File: src/rtl/adder_pkg.sv
// Shared constants for the 1-bit adder cell and its serial add/subtract lane.
`timescale 10ps/1ps
package adder_pkg;

    localparam int   GATE_DELAY_DEFAULT = 5;

    // Carry-in applied on the first beat of a serial word.
    localparam logic CIN_ADD = 1'b0;
    localparam logic CIN_SUB = 1'b1;

endpackage

File: src/rtl/adder_1bit_cell_fa_core.sv
// Primitive-based full adder (g/p form). Gate delays are applied only when
// ADDER_1BIT_GATE_DELAY_EN is defined; the logic function is identical either way.
`timescale 10ps/1ps
module fa_core
    import adder_pkg::*;
#(
    parameter int GATE_DELAY = GATE_DELAY_DEFAULT
) (
    input  logic a_i,
    input  logic b_i,
    input  logic c_i,
    output logic sum_o,
    output logic cout_o
);

    wire g;
    wire p;
    wire pc;
    wire s;
    wire co;

`ifdef ADDER_1BIT_GATE_DELAY_EN
    and #(GATE_DELAY) u_g   (g,  a_i, b_i);
    xor #(GATE_DELAY) u_p   (p,  a_i, b_i);
    xor #(GATE_DELAY) u_s   (s,  p,   c_i);
    and #(GATE_DELAY) u_pc  (pc, p,   c_i);
    or  #(GATE_DELAY) u_co  (co, g,   pc);
`else
    and u_g  (g,  a_i, b_i);
    xor u_p  (p,  a_i, b_i);
    xor u_s  (s,  p,   c_i);
    and u_pc (pc, p,   c_i);
    or  u_co (co, g,   pc);
`endif

    assign sum_o  = s;
    assign cout_o = co;

    if (GATE_DELAY < 0) begin : g_bad_delay
        $error("fa_core: GATE_DELAY must be non-negative");
    end

endmodule

File: src/rtl/adder_1bit_cell.sv
// Full-adder cell with a combinational path plus a clocked bit-serial add/sub lane.
// Optional gate delays on the primitives: define ADDER_1BIT_GATE_DELAY_EN.
`timescale 10ps/1ps
module adder_1bit_cell
    import adder_pkg::*;
#(
    parameter int GATE_DELAY = GATE_DELAY_DEFAULT
) (
    input  logic clk,
    input  logic rst_n,
    input  logic A,
    input  logic B,
    input  logic Cin,
    output logic sum,
    output logic Cout,
    input  logic s_valid,
    input  logic s_first,
    input  logic s_last,
    input  logic s_sub,
    input  logic s_a,
    input  logic s_b,
    output logic o_valid,
    output logic o_sum,
    output logic o_last,
    output logic o_cout,
    output logic o_ovf
);

    fa_core #(.GATE_DELAY(GATE_DELAY)) u_comb (
        .a_i    (A),
        .b_i    (B),
        .c_i    (Cin),
        .sum_o  (sum),
        .cout_o (Cout)
    );

    logic c_q,     c_d;
    logic sub_q,   sub_d;
    logic valid_q, valid_d;
    logic sum_q,   sum_d;
    logic last_q,  last_d;
    logic cout_q,  cout_d;
    logic ovf_q,   ovf_d;

    logic sub_eff;
    logic cin_eff;
    logic b_eff;
    logic lane_sum;
    logic lane_cout;

    // A first beat restarts the word: carry and mode come from s_sub, not the registers.
    always_comb begin
        sub_eff = s_first ? s_sub : sub_q;
        cin_eff = s_first ? (s_sub ? CIN_SUB : CIN_ADD) : c_q;
        b_eff   = s_b ^ sub_eff;
    end

    fa_core #(.GATE_DELAY(GATE_DELAY)) u_lane (
        .a_i    (s_a),
        .b_i    (b_eff),
        .c_i    (cin_eff),
        .sum_o  (lane_sum),
        .cout_o (lane_cout)
    );

    always_comb begin
        c_d     = c_q;
        sub_d   = sub_q;
        valid_d = 1'b0;
        sum_d   = sum_q;
        last_d  = last_q;
        cout_d  = cout_q;
        ovf_d   = ovf_q;
        if (s_valid) begin
            c_d     = lane_cout;
            sub_d   = sub_eff;
            valid_d = 1'b1;
            sum_d   = lane_sum;
            last_d  = s_last;
            if (s_last) begin
                cout_d = lane_cout;
                ovf_d  = cin_eff ^ lane_cout;
            end
        end
    end

    always_ff @(posedge clk or negedge rst_n) begin
        if (!rst_n) begin
            c_q     <= 1'b0;
            sub_q   <= 1'b0;
            valid_q <= 1'b0;
            sum_q   <= 1'b0;
            last_q  <= 1'b0;
            cout_q  <= 1'b0;
            ovf_q   <= 1'b0;
        end else begin
            c_q     <= c_d;
            sub_q   <= sub_d;
            valid_q <= valid_d;
            sum_q   <= sum_d;
            last_q  <= last_d;
            cout_q  <= cout_d;
            ovf_q   <= ovf_d;
        end
    end

    assign o_valid = valid_q;
    assign o_sum   = sum_q;
    assign o_last  = last_q;
    assign o_cout  = cout_q;
    assign o_ovf   = ovf_q;

endmodule

File: config.mk
export PLATFORM = sky130hd
export DESIGN_NAME = adder_1bit_cell
export DESIGN_NICKNAME = d
export VERILOG_FILES = /design/src/rtl/adder_pkg.sv /design/src/rtl/adder_1bit_cell_fa_core.sv /design/src/rtl/adder_1bit_cell.sv
export SDC_FILE = /design/constraint.sdc
export NUM_CORES = 1
export LEC_CHECK = 0
export ABC_CLOCK_PERIOD_IN_PS = 2300
export BUFFER_PORTS_ARGS = -buffer_cell sky130_fd_sc_hd__buf_2
export CORE_AREA = 2 2 39 41
export DETAILED_ROUTE_END_ITERATION = 10
export DIE_AREA = 0 0 41 43
export MAX_ROUTING_LAYER = met4
export PLACE_DENSITY = 0.6
export SLEW_MARGIN = 40
export SYNTH_ARGS = -nofsm -noshare
export SYNTH_HDL_FRONTEND = slang
export SYNTH_SLANG_ARGS = --single-unit
File: constraint.sdc
create_clock -name clk -period 2.3 [get_ports clk]
set_clock_uncertainty 0.15 [all_clocks]
set_input_delay 0.23 -clock clk [delete_from_list [all_inputs] [get_ports clk]]
set_output_delay 0.23 -clock clk [all_outputs]
set_load 0.02 [all_outputs]
# --- Word level (Yosys, flattened, before mapping) ---
# Index checks and enable logic that the tools add are counted.
word_totals:
  in_bits: 11
  reg_bits: 7
  word_cells: 24
  output_inout_bits: 7
classes:
  muxes: 4
  bitwise_logic: 12
  reduce_logical: 1
ops:
  columns: ["operator", "n"]
  rows:
  - ["1-bit bitwise XOR", 6]
  - ["1-bit AND", 4]
  - ["1-bit two-way mux", 4]
  - ["1-bit OR", 2]
  - ["2-bit AND reduction", 1]

# --- Depth between registers and ports, before layout ---
logic_depth:
  depth_word: 6
  ltp_mapped: 5
  depth_no_buf: 5

# --- Hierarchy ---
# From an unflattened synthesis, not the netlist that was laid out.
hier_totals:
  hier_cells: 23
  area_unflattened_um2: 327.8
modules_own_cells:
  columns: ["mod", "seq_area_each_um2", "area_per_inst_um2", "instances", "cells_per_inst"]
  rows:
  - ["adder_1bit_cell", 175.2, 287.8, 1, 21]
  - ["fa_core", 0.0, 20.0, 2, 1]

# --- Least setup slack after synthesis ---
# Ideal clock, no wire load.
synth_timing:
  path_kind: "reg-to-reg"
  startpoint: "reg sub_q"
  endpoint: "reg sum_q (netlist: o_sum)"
  n_path_buf: 0
  stages_incl_launch_ff: 5
  synth_period_minus_slack_ns: 1.611
  slack_ns: 0.689
  setup_ns: 0.125
  required_time_ns: 2.025
  arrival_time_ns: 1.336
  cell_sequence: "dfrtp_1 > mux2i_1 > xnor2_1 > fa_1 > mux2_2"
synth_via:
  elab_chain_len: 4
synth_lines:
  columns: ["element", "line", "source"]
  rows:
  - ["start, declared", "adder_1bit_cell.sv:38", "logic sub_q, sub_d;"]
  - ["start signal, assigned", "adder_1bit_cell.sv:98", "sub_q <= sub_d;"]
  - ["1-bit two-way mux", "adder_1bit_cell.sv:53", "sub_eff = s_first ? s_sub : sub_q;"]
  - ["1-bit bitwise XOR", "adder_1bit_cell.sv:55", "b_eff = s_b ^ sub_eff;"]
  - ["1-bit bitwise XOR", "adder_1bit_cell_fa_core.sv:30", "xor u_p (p, a_i, b_i);"]
  - ["1-bit bitwise XOR", "adder_1bit_cell_fa_core.sv:31", "xor u_s (s, p, c_i);"]
  - ["named net lane_sum", "adder_1bit_cell.sv:48", "logic lane_sum;"]
  - ["end signal, assigned", "adder_1bit_cell.sv:100", "sum_q <= sum_d;"]
  - ["end, declared", "adder_1bit_cell.sv:40", "logic sum_q, sum_d;"]
# The timed path passes the listed nets, and every way through them passes these cells.
# A chain may end at the register's enable or synchronous reset.

# --- Worst setup path after layout ---
# Ends and elaborated chain as after synthesis.

==> flow_summary.ini <==
[critical_path]
path_cells = mux2i_1 -> xnor2_1 -> fa_1 -> mux2_2
cp_num_cells = 4
end_kind = flip-flop
cp_max_fo = 2
slowest_stage = fa_1
r2r_cells = 4
critical_path.max_stage_delay_ps = 440
crit_arrival_ps = 1660
critPathTopFamily = adder cells
crit_type = reg -> reg
cp_num_buf_inv = 0
crit_required_ps = 2290
cp-start-kind = flip-flop

[logic_synthesis]
mappedNetlistArea_um2 = 328
yosysTopAreaCell = dfrtp_1
synth-seq-cells = 7
syn-num-nets = 36
synthMuxAreaShare_pct = 21.4
synth_xor_xnor_area_share_pct = 5.34
netlist_instances = 23
synth_compound_area_share_pct = 3.05
synth.area.top_cells = dfrtp_1 (53%), fa_1 (12%), mux2_1 (6.9%)
postSynthAreaPerCell_um2 = 14.3
yosys.area_share.simple_pct = 3.44
yosysUniqueCellTypes = 11
synth-seq-area-share_pct = 53.4
yosysTopAreaCellShare_pct = 53.4
yosys_warnings = 0
synth-adder-area-share_pct = 12.2
synth_top_family_by_area = multiplexers

[hold_path]
hold_class = in -> reg
min_path_cells = 1

[placement]
hpwlAfterDp_um = 472
port_buffers = 17
post-place-cells = 56
place_congestion = 0.662

[detailed_routing]
detail-route-antenna-nets = 0
wl_um = 606
vias = 267
wl_per_cell_um = 9.93
wl_met2_um = 216
met1Wirelength_um = 267
wl_met3_um = 105
drc = 0
top_layer_used = met4
via_per_inst = 4.38
dr.pass1.iters = 1
drt_iter0_markers = 0

[status]
status = completed

[layout]
drive_gt1_share_pct = 51.1
nNetsFinal = 59
syn_to_final_growth_pct = 43.1
n_antenna_cell = 0
fin_cells = 61

[clock_network]
clkTransAtPathRegs_ps = 50
htreeDepth = 1
cts.sinks = 7
cts_setup_buffers = 0
clockBufferDepth = 2
cts_tree = yes
cts-buffers-inserted = 3
cts-root-buf = clkbuf_4
clkLatencyLatePin_ps = 250

[floorplanning]
start_util_pct = 23.7
fp.dieH_um = 43
die_area_mm2 = 0.00176
fp-row-count = 14
core_mm2 = 0.00138
num_io_pins = 18
die_w_um = 41

[global_routing]
grt_pass1_vias = 256
grt_overflow = 0
grt_pass1_wl_um = 1030
grt_max_degree = 8
grtUsageTotal_pct = 10.1
antenna_found_initial = 0

[run]
drv_cap = 0

[sta]
fin_crit_sh_pct = 72.4
rsz0062_at_grt = false
period_minus_slack_ps = 1670
maxSlewViolCount = 0
setup_tns_ps = 0
relSlewSlack_pct = 88.7
tightest_slew_ps = 165
fmax_mhz = 600
hold_viol = 0
setup_viol = 0

[pwr]
ir_worst_vdd_mv = 0.431
leakage_nw = 0.233
p_per_area_mw_per_mm2 = 859
## cells in the mapped netlist, drive strengths merged
| master | count |
|---|---|
| xnor2 | 2 |
| nand2 | 3 |
| mux2i | 1 |
| inv | 1 |
| o21ai | 2 |
| dfrtp | 7 |
| fa | 2 |
| mux2 | 5 |
## layout make-up
cell class / count / area (um2)
sequential: 7 / 175
fill: 152 / 915
tap: 16 / 20.0
inverter: 1 / 3.75
multi-input combinational: 15 / 149
timing repair buffer: 18 / 95.1
clock buffer: 4 / 26.3
## repair_timing
action,4_1_cts,5_1_grt
gates resized for setup,0,0
hold buffers,1,0
hold endpoints to repair,7,0
## layout by cell type (no fill, tap or decap), drive strengths merged
cell type     n
buf          17
dfrtp         7
mux2          5
clkbuf        4
nand2         3
xnor2         2
fa            2
o21ai         2
mux2i         1
inv           1
dlygate4sd3   1
## flip-flops by register name, summed over array words and instances (netlist names)
name	flops
o_valid	1
o_sum	1
o_cout	1
sub_q	1
o_last	1
c_q	1
o_ovf	1
## cells by family (layout without fill, tap and decap cells)
family                     after synthesis  count (layout)
DFF                                      7               7
muxes                                    6               6
and+or+nand+nor                          3               3
adders and majority gates                2               2
AOI/OAI and AO/OA                        2               2
xor gates and xnor gates                 2               2
buffers and inverters                    1              23
## final timing paths
| path | startpoint | end | slack, ps |
|---|---|---|---|
| min in group asynchronous | rst_n | o_valid | 190 |
| worst min register to register | o_ovf | o_ovf | 330 |
| worst max-delay path | sub_q | o_sum | 630 |
| worst max register to register | sub_q | o_sum | 630 |
| max in group asynchronous | rst_n | c_q | 1660 |
| worst min-delay path | s_valid | o_valid | 20 |
## per-layer routing
metal | up-vias | global-route usage (%)
li1 | 121 | -
met1 | 121 | 9.97
met2 | 20 | 12.5
met3 | 5 | 9.42
met4 | 0 | 6.00
met5 | - | -
## per-stage QoR
step | power (mW) | util [%] | hold WS, ps | area, um2 | worst slack, ps
2_1_floorplan | 0.246 | - | -216 | 328 | 689
3_3_place_gp | 0.290 | 31.3 | -77.8 | 433 | 605
3_5_place_dp | 0.292 | 31.3 | -76.0 | 433 | 582
4_1_cts | 0.413 | 33.9 | 9.04 | 469 | 621
5_1_grt | 0.437 | 33.9 | 8.52 | 469 | 544
6_report | 0.403 | 33.9 | 17.1 | 469 | 634
## worst register-to-register path: stages, from the launching register on
cell	delay [ps]
dfrtp_1	370
mux2i_1	160
xnor2_1	160
fa_1	440
mux2_2	270
## where the power goes
group          leakage (nW)  switching (mW)  internal [mW]
Sequential           0.0829          0.0129          0.151
Combinational         0.135          0.0692         0.0568
Clock                0.0150          0.0474         0.0663
Total                 0.233           0.129          0.274
Note: power is estimated with default switching activity, not from simulation.
